===== config.mk =====
export PLATFORM = sky130hd
export DESIGN_NAME = pe_row_sched
export DESIGN_NICKNAME = d
export VERILOG_FILES = /design/src/rtl/pe_row_sched_pkg.sv /design/src/rtl/pe_row_sched.sv
export SDC_FILE = /design/constraint.sdc
export NUM_CORES = 1
export LEC_CHECK = 0
export BUFFER_PORTS_ARGS = -buffer_cell sky130_fd_sc_hd__buf_4
export CELL_PAD_IN_SITES_DETAIL_PLACEMENT = 1
export CELL_PAD_IN_SITES_GLOBAL_PLACEMENT = 2
export CORE_ASPECT_RATIO = 1.5
export CORE_UTILIZATION = 25
export DETAILED_ROUTE_END_ITERATION = 10
export PLACE_DENSITY_LB_ADDON = 0.1
export SKIP_CTS_REPAIR_TIMING = 1
export SYNTH_ARGS = -nofsm -noshare
export SYNTH_HDL_FRONTEND = slang
export SYNTH_SLANG_ARGS = --single-unit

===== constraint.sdc =====
create_clock -name clk -period 1.6 [get_ports clk]
set_input_delay 0.16 -clock clk [delete_from_list [all_inputs] [get_ports clk]]
set_output_delay 0.16 -clock clk [all_outputs]
set_load 0.02 [all_outputs]

===== src/rtl/pe_row_sched_pkg.sv =====
// pe_row_sched_pkg: shared widths, job limits and controller states for the PE row scheduler
package pe_row_sched_pkg;
  localparam int WIDTH = 8;
  localparam int LEN_W = 8;
  localparam int ROW_LAT = 8;
  localparam int K_MAX = 255;
  typedef enum logic [2:0] {IDLE, CLR, FEED, DRAIN, OUT} sched_state_e;
endpackage


===== src/rtl/pe_row_sched.sv =====
// pe_row_sched: job controller that feeds one 8-PE systolic row and returns its partial sum
module pe_row_sched #(
  parameter int LEN_W = pe_row_sched_pkg::LEN_W,
  parameter int ROW_LAT = pe_row_sched_pkg::ROW_LAT,
  parameter int K_MAX = pe_row_sched_pkg::K_MAX
) (
  input  logic                                clk,
  input  logic                                rstn,
  input  logic                                i_start,
  input  logic [LEN_W-1:0]                    i_len,
  output logic                                o_busy,
  input  logic                                i_op_valid,
  output logic                                o_op_ready,
  input  logic [pe_row_sched_pkg::WIDTH-1:0]   i_op_r,
  input  logic [pe_row_sched_pkg::WIDTH-1:0]   i_op_f,
  output logic                                o_row_en,
  output logic                                o_row_clr,
  output logic [pe_row_sched_pkg::WIDTH-1:0]   o_row_r,
  output logic [pe_row_sched_pkg::WIDTH-1:0]   o_row_f,
  input  logic [2*pe_row_sched_pkg::WIDTH-1:0] i_row_psum,
  output logic                                o_res_valid,
  input  logic                                i_res_ready,
  output logic [2*pe_row_sched_pkg::WIDTH-1:0] o_res_data
);
  import pe_row_sched_pkg::*;
  localparam int DW = $clog2(ROW_LAT + 1);
  sched_state_e state;
  logic [LEN_W-1:0] len_q, cnt, len_sat;
  logic [DW-1:0] drain_cnt;
  logic accept;
  assign len_sat = (i_len > LEN_W'(K_MAX)) ? LEN_W'(K_MAX) : i_len;
  assign o_op_ready = (state == FEED) && (cnt != len_q);
  assign accept = i_op_valid && o_op_ready;
  // The first DRAIN cycle still shows the last pair; ROW_LAT zero cycles follow before capture.
  always_ff @(posedge clk or negedge rstn) begin
    if (!rstn) begin
      state <= IDLE;
      len_q <= '0;
      cnt <= '0;
      drain_cnt <= '0;
      o_busy <= 1'b0;
      o_row_en <= 1'b0;
      o_row_clr <= 1'b0;
      o_row_r <= '0;
      o_row_f <= '0;
      o_res_valid <= 1'b0;
      o_res_data <= '0;
    end else begin
      case (state)
        IDLE: if (i_start) begin
          len_q <= len_sat;
          cnt <= '0;
          drain_cnt <= '0;
          o_busy <= 1'b1;
          o_res_data <= '0;
          o_row_clr <= len_sat != '0;
          o_res_valid <= len_sat == '0;
          state <= (len_sat == '0) ? OUT : CLR;
        end
        CLR: begin
          o_row_clr <= 1'b0;
          state <= FEED;
        end
        FEED: begin
          o_row_en <= accept;
          if (accept) begin
            o_row_r <= i_op_r;
            o_row_f <= i_op_f;
            cnt <= cnt + 1'b1;
            if ((cnt + 1'b1) == len_q) state <= DRAIN;
          end
        end
        DRAIN: if (drain_cnt == DW'(ROW_LAT)) begin
          o_row_en <= 1'b0;
          o_res_data <= i_row_psum;
          o_res_valid <= 1'b1;
          state <= OUT;
        end else begin
          o_row_en <= 1'b1;
          o_row_r <= '0;
          o_row_f <= '0;
          drain_cnt <= drain_cnt + 1'b1;
        end
        OUT: if (i_res_ready) begin
          o_res_valid <= 1'b0;
          o_busy <= 1'b0;
          state <= IDLE;
        end
        default: state <= IDLE;
      endcase
    end
  end
endmodule


==> reports/summary.txt, run 1 <==
=====================================================================================
Result of the run                                                        finished, violations left
Failing checks                                                           setup timing
First DRT Iteration DRCs                                                           41
GRT Util Overall                                                                15.8%
Setup violators final                                                              43
Area growth syn-to-layout                                                       64.0%
Stages on worst setup path                                                          7
ANT cells                                                                           0
Fin Hold WS                                                                 0.0410 ns
Critical path's slowest cell                                                  dfrtp_2
Leftover overflow at the end of global routing                                      0
Share of the yosys chip area belonging to registers                             52.8%
Switching Power                                                             0.00328 W
Largest fanout of any net on the critical path                                      8
Largest buffer count on any clock path                                              2
Post-synthesis net count                                                          325
Via count of the first global-routing pass                                       2735
Via count                                                                        2575
Std-Cell Rows                                                                      46
Detailed Route WL                                                             8980 um
Count of cells along the worst hold path                                            3
Die area                                                                    11600 um2
Count of port buffers added during placement                                       81
Relative contribution of the clock network to total power                       19.9%
Max-Cap Viols                                                                       0
Bufs and invs on worst path                                                         2
Cells after synthesis                                                             277
CTS tree                                                                          yes
First-pass GRT wire length                                                   13900 um
Proportion of layout cells with a drive suffix above 1                          49.9%
Accumulated negative setup slack                                             -4.56 ns
Switching part of the total                                                     37.9%
Number of distinct library cells after synthesis                                   46
Type of origin of the critical path                                              flop
Number of nets in the layout                                                      464
Clock sink count                                                                   59
Kind of cell adding the most delay to the critical path                  simple AND/OR/NAND/NOR gates
Routability Congestion                                                          0.747
Total number of yosys warnings                                                      0
Pwr Total                                                                   0.00863 W
Total clock buffers created by CTS                                                  9
EDFF count, synth                                                                   0
Power per Cell Area                                                       1880 nW/um2
Worst rel slew slack                                                            72.9%
Critical setup path kind                                                 flop to flop
Fraction of power consumed by sequential logic                                  29.0%
Maximum cell stage delay along the critical path                              0.44 ns
Dpl cells                                                                         536
Most instantiated flip-flop cell in the synthesis netlist                     dfrtp_1
Number of slew-limit violations in the final report                                 0
Detailed Routing Iterations Pass 1                                                  4
Placed wire-length estimate                                                   6210 um
Antenna violations before repair                                                    0
Share of the cycle needed by the critical path after routing                     110%
I/O pin count                                                                      82
Combinational Power Share                                                       51.0%
Maximum level of the CTS H-tree                                                     3
Detailed-route DRC error count                                                      0
Y dimension of the die                                                         132 um
Horizontal die dimension                                                      88.4 um
WL per Instance                                                               15.9 um
Top achievable clock speed                                                  0.567 GHz
Fin worst setup slack                                                       -0.163 ns
Pin count of the biggest net entering global routing                               34
IR drop worst, VDD                                                             769 uV
Number of cell instances on the worst register-to-register path                     7
Std-Cell Core Area                                                          10700 um2
Clock-pin slew of the registers on the worst-case setup and hold paths        0.05 ns
Crit path arrival time                                                        2.02 ns
Synthesized flop and latch total                                                   59
Leakage                                                                       2.15 nW
CTS Root Buffer Type                                                        clkbuf_16
Later-pin clock latency in the skew report                                    0.33 ns
Avg Cell Area, Syn                                                           10.1 um2
Combined area of all synthesized cells                                       2800 um2
Count of final hold-check violations                                                0
CP endpoint kind                                                                 flop
Number of antenna-violating nets in the routed design                               0
Final setup skew                                                           0.00692 ns
Drt via density                                                                  4.56
Worst Max-Slew Pin Slew                                                      0.406 ns
Data required time at the worst endpoint                                      1.85 ns
Synth async-reset ratio                                                          100%
Setup repair after global routing missed its margin                              true
Final period demand of the worst path                                         1.76 ns
Series of cell instances along the critical path                         or3b_4, or2_4, o21ai_4, buf_12, clkbuf_16, nand3_1, o21ai_1
Cell-internal power                                                         0.00536 W
Min-delay worst type                                                     primary input to flop
Final Non-Filler Cells                                                            565
Initial Utilization                                                             26.1%
=====================================================================================
-- cell usage in the layout (no fill, tap or decap), types with 6 or more instances in the layout --
cell / count
nand3_2: 7
nand2_1: 32
o21ai_0: 7
clkbuf_16: 12
inv_1: 18
buf_12: 6
xnor2_2: 7
buf_4: 128
a21oi_1: 7
a22o_1: 17
nor2_1: 8
nand2_2: 7
nand3_1: 13
o21ai_1: 12
dfrtp_1: 55
-- flip-flops by register name, indices dropped and copies added, names as in the netlist --
name / flops
drain_cnt: 4
o_res_valid: 1
cnt: 8
o_row_en: 1
o_res_data: 16
o_busy: 1
o_row_f: 8
o_row_clr: 1
state: 3
len_q: 8
o_row_r: 8
-- area by class of cell --
cell class | instances | area (um2)
tap | 144 | 180
inverter | 19 | 71.3
clock buffer | 11 | 233
multi-input combinational | 184 | 1360
clock inverter | 5 | 30.0
timing repair buffer | 143 | 1230
fill | 1244 | 6120
sequential | 59 | 1480
-- power by group through the flow --
stage	Sequential, W	Combinational, W	Clock (W)
after global placement	0.00246	0.00387	0
after global routing	0.00258	0.00477	0.00185
after CTS	0.00246	0.00394	0.00179
after detailed placement	0.00247	0.00392	0
final	0.00251	0.00441	0.00172
after floorplan	0.00291	0.00164	0
-- worst reg2reg max path: stages (launching register included) --
cell	delay (ns)
dfrtp_2	0.44
or3b_4	0.41
or2_4	0.27
o21ai_4	0.10
buf_12	0.16
clkbuf_16	0.16
nand3_1	0.08
o21ai_1	0.08
-- synth_stat cells (2+ instances only) --
library cell   n  area [um2]
a21oi_1       11        55.1
nor4_1         2        12.5
o21ai_0       21         105
dfrtp_1       59        1480
nand3_1       20         100
or4_1          2        15.0
o31ai_1        2        15.0
nand4_1        4        25.0
and3b_1        2        17.5
nor2_1         9        33.8
ha_1           3        37.5
nand3b_1       4        30.0
xnor2_1        9        78.8
buf_6          2        22.5
clkbuf_1       2        7.51
or3_1          3        18.8
a21o_1         2        15.0
nand2_1       41         154
xor2_1         4        35.0
buf_2          8        40.0
a22o_1        17         149
mux2i_1        5        50.1
inv_1         19        71.3
nor3_1         3        15.0
buf_4          2        15.0
-- routing by layer --
metal	global-route usage, %	vias up	part of all wire (%)
met4	6.99	0	1.7
met5	0	-	0
met1	18.3	1277	39
met2	27.5	50	56
li1	-	1239	-
met3	3.02	9	3.1
-- worst paths after layout --
kind	endpoint	slack, ns	startpoint
worst max-delay path	o_res_data[12]	-0.16	state[1]
worst min-delay path	len_q[5]	0.04	i_len[5]
worst max register to register	o_res_data[12]	-0.16	state[1]
worst min register to register	o_row_r[3]	0.50	o_row_r[3]
max in group asynchronous	o_res_data[15]	0.78	rstn
min in group asynchronous	drain_cnt[2]	0.31	rstn
-- kinds of logic (layout without fill, tap and decap cells) --
| family | after synthesis | count (layout) | synth area share (%) |
|---|---|---|---|
| AND/OR/NAND/NOR | 98 | 98 | 17.9 |
| AO/OA/AOI/OAI | 63 | 63 | 15.6 |
| flip-flops | 59 | 59 | 52.8 |
| buffers and inverters | 34 | 178 | 5.77 |
| XOR/XNOR | 13 | 13 | 4.07 |
| multiplexers | 7 | 7 | 2.60 |
| adder cells (fa/ha/maj) | 3 | 3 | 1.34 |
-- metrics by stage --
step                      utilization (%)  setup slack [ns]  area, um2
after CTS                            39.1            -0.205       4190
after global routing                 42.8            -0.221       4590
after floorplan                         -           -0.0843       2810
final                                42.8            -0.163       4590
after global placement               36.7            -0.115       3930
after detailed placement             36.7            -0.131       3930
Note: power is estimated with default switching activity, not from simulation.
==> inputs of run 2 (changes only) <==
--- a/config.mk
+++ b/config.mk
@@ -5,12 +5,12 @@
 export SDC_FILE = /design/constraint.sdc
 export NUM_CORES = 1
 export LEC_CHECK = 0
-export BUFFER_PORTS_ARGS = -buffer_cell sky130_fd_sc_hd__buf_4
 export CELL_PAD_IN_SITES_DETAIL_PLACEMENT = 1
 export CELL_PAD_IN_SITES_GLOBAL_PLACEMENT = 2
 export CORE_ASPECT_RATIO = 1.5
 export CORE_UTILIZATION = 25
 export DETAILED_ROUTE_END_ITERATION = 10
+export DONT_BUFFER_PORTS = 1
 export PLACE_DENSITY_LB_ADDON = 0.1
 export SKIP_CTS_REPAIR_TIMING = 1
 export SYNTH_ARGS = -nofsm -noshare
==> run 2 against run 1 <==
The flow finishes with violations (hold timing, setup timing); die area is the same; sequential share of layout area grew 1.0 points; largest power group unchanged; clock skew grew 0.0026 ns; flip-flop and latch count is the same; wire length shrank 3.2%; non-clock buffer count shrank 39; clock-buffer cell count is the same; register-to-register slack is essentially flat; critical path depth shrank 2; critical path type is now flop to primary output; global-route usage shrank 1.7 points; sequential power grew 20%; clock power grew 11%.
==> reports/summary.txt, run 2 (synthesis gave the netlist of run 1 again) <==
=====================================================================================
Result of the run                                                        finished, violations left
Failing checks                                                           hold timing, setup timing
Horizontal die dimension                                                      88.4 um
Bufs and invs on worst path                                                         1
Count of port buffers added during placement                                        0
R2R Path Start                                                               state[1]
Via count                                                                        2440
Critical setup path kind                                                 flop to primary output
CP endpoint kind                                                         primary output
Leftover overflow at the end of global routing                                      0
Std-Cell Core Area                                                          10700 um2
Initial Utilization                                                             26.1%
Final period demand of the worst path                                         1.77 ns
ANT cells                                                                           0
Number of slew-limit violations in the final report                                 0
Maximum level of the CTS H-tree                                                     3
WL per Instance                                                               16.5 um
Post-route standard cell area excluding fillers                              4440 um2
Via count of the first global-routing pass                                       2296
Later-pin clock latency in the skew report                                    0.33 ns
Clock-pin slew of the registers on the worst-case setup and hold paths        0.05 ns
Detailed-route DRC error count                                                      0
Hold path startpoint                                                     i_row_psum[1]
CTS Root Buffer Type                                                        clkbuf_16
Maximum cell stage delay along the critical path                              0.42 ns
Reg with most FFs                                                          o_res_data
Setup violators final                                                              41
Fin worst setup slack                                                       -0.167 ns
Setup repair after global routing missed its margin                              true
Largest fanout of any net on the critical path                                      3
Min-delay worst type                                                     primary input to flop
Power per Cell Area                                                       1870 nW/um2
Worst rel slew slack                                                            79.1%
Placed wire-length estimate                                                   5580 um
Largest buffer count on any clock path                                              2
Top achievable clock speed                                                  0.566 GHz
Area growth syn-to-layout                                                       58.9%
Worst Max-Slew Pin Slew                                                      0.310 ns
Count of final hold-check violations                                                1
Critical path's slowest cell                                                  dfrtp_1
Type of origin of the critical path                                              flop
Antenna violations before repair                                                    0
Routability Congestion                                                          0.746
Post-route core utilization                                                     41.5%
I/O pin count                                                                      82
Dpl cells                                                                         451
CTS tree                                                                          yes
Share of the cycle needed by the critical path after routing                     110%
Kind of cell adding the most delay to the critical path                  simple AND/OR/NAND/NOR gates
Most frequent standard cell in the layout excluding fill and tap cells        dfrtp_1
Total clock buffers created by CTS                                                  9
Worst setup path startpoint                                                  len_q[6]
GRT Util Overall                                                                14.2%
First DRT Iteration DRCs                                                           47
Proportion of layout cells with a drive suffix above 1                          33.0%
Number of nets in the layout                                                      425
Die area                                                                    11600 um2
Final Non-Filler Cells                                                            526
Series of cell instances along the critical path                         xnor2_2, nand4_1, nor2_1, nor3_2, buf_4
Leading cell types in the layout, fill and taps excluded                 56 x dfrtp_1, 47 x buf_4, 41 x nand2_1, 41 x dlygate4sd3_1, 19 x inv_1
Crit path arrival time                                                        1.61 ns
Data required time at the worst endpoint                                      1.44 ns
Y dimension of the die                                                         132 um
Max-Cap Viols                                                                       0
First-pass GRT wire length                                                   12200 um
Leakage                                                                       1.94 nW
Accumulated negative setup slack                                             -4.32 ns
IR drop worst, VDD                                                             614 uV
Std-Cell Rows                                                                      46
Detailed Routing Iterations Pass 1                                                  4
Area post-placement                                                          3290 um2
Fin Hold WS                                                                -0.0225 ns
Drt via density                                                                  4.64
Number of flip-flops in the largest register                                       16
Clock sink count                                                                   59
Detailed Route WL                                                             8690 um
Number of antenna-violating nets in the routed design                               0
Pin count of the biggest net entering global routing                               60
Final setup skew                                                           0.00947 ns
=====================================================================================
[run 2: per-layer routing]
metal | track usage [%] | part of all wire (%) | vias up
met4 | 6.72 | 2.5 | 0
met1 | 16.7 | 38 | 1209
met5 | 0 | 0 | -
met3 | 3.83 | 4.0 | 11
met2 | 23.3 | 55 | 56
li1 | - | - | 1164
[run 2: power breakdown]
group / total, W / internal, W / switching [W]
logic: 0.00337 / 0.00182 / 0.00155
clock network: 0.00191 / 0.00124 / 0.000676
registers: 0.00302 / 0.00207 / 0.000951
total: 0.00831 / 0.00513 / 0.00318
[run 2: per-stage QoR]
stage               power, W  setup WS [ns]
CTS                  0.00769         -0.198
finish               0.00831         -0.167
detailed placement   0.00572         -0.174
global placement     0.00569         -0.165
floorplan            0.00455        -0.0843
global route         0.00885         -0.273
[run 2: worst paths after layout]
check | slack (ns) | endpoint | cells after the start
setup / recovery | -0.17 | o_op_ready | 5
hold / removal | -0.02 | o_res_data[1] | 2
setup reg to reg | -0.16 | o_res_data[11] | 7
hold reg to reg | 0.53 | len_q[7] | 2
max in group asynchronous | 0.95 | cnt[0] | 2
min in group asynchronous | 0.36 | len_q[6] | 2
[run 2: cell type report]
cell class / instances / area, um2
clock buffers: 11 / 243
fillers: 1214 / 6260
well taps: 144 / 180
repair buffers: 104 / 1040
flip-flops and latches: 59 / 1480
multi-input cells: 184 / 1370
clock inverters: 5 / 52.6
inverters: 19 / 71.3
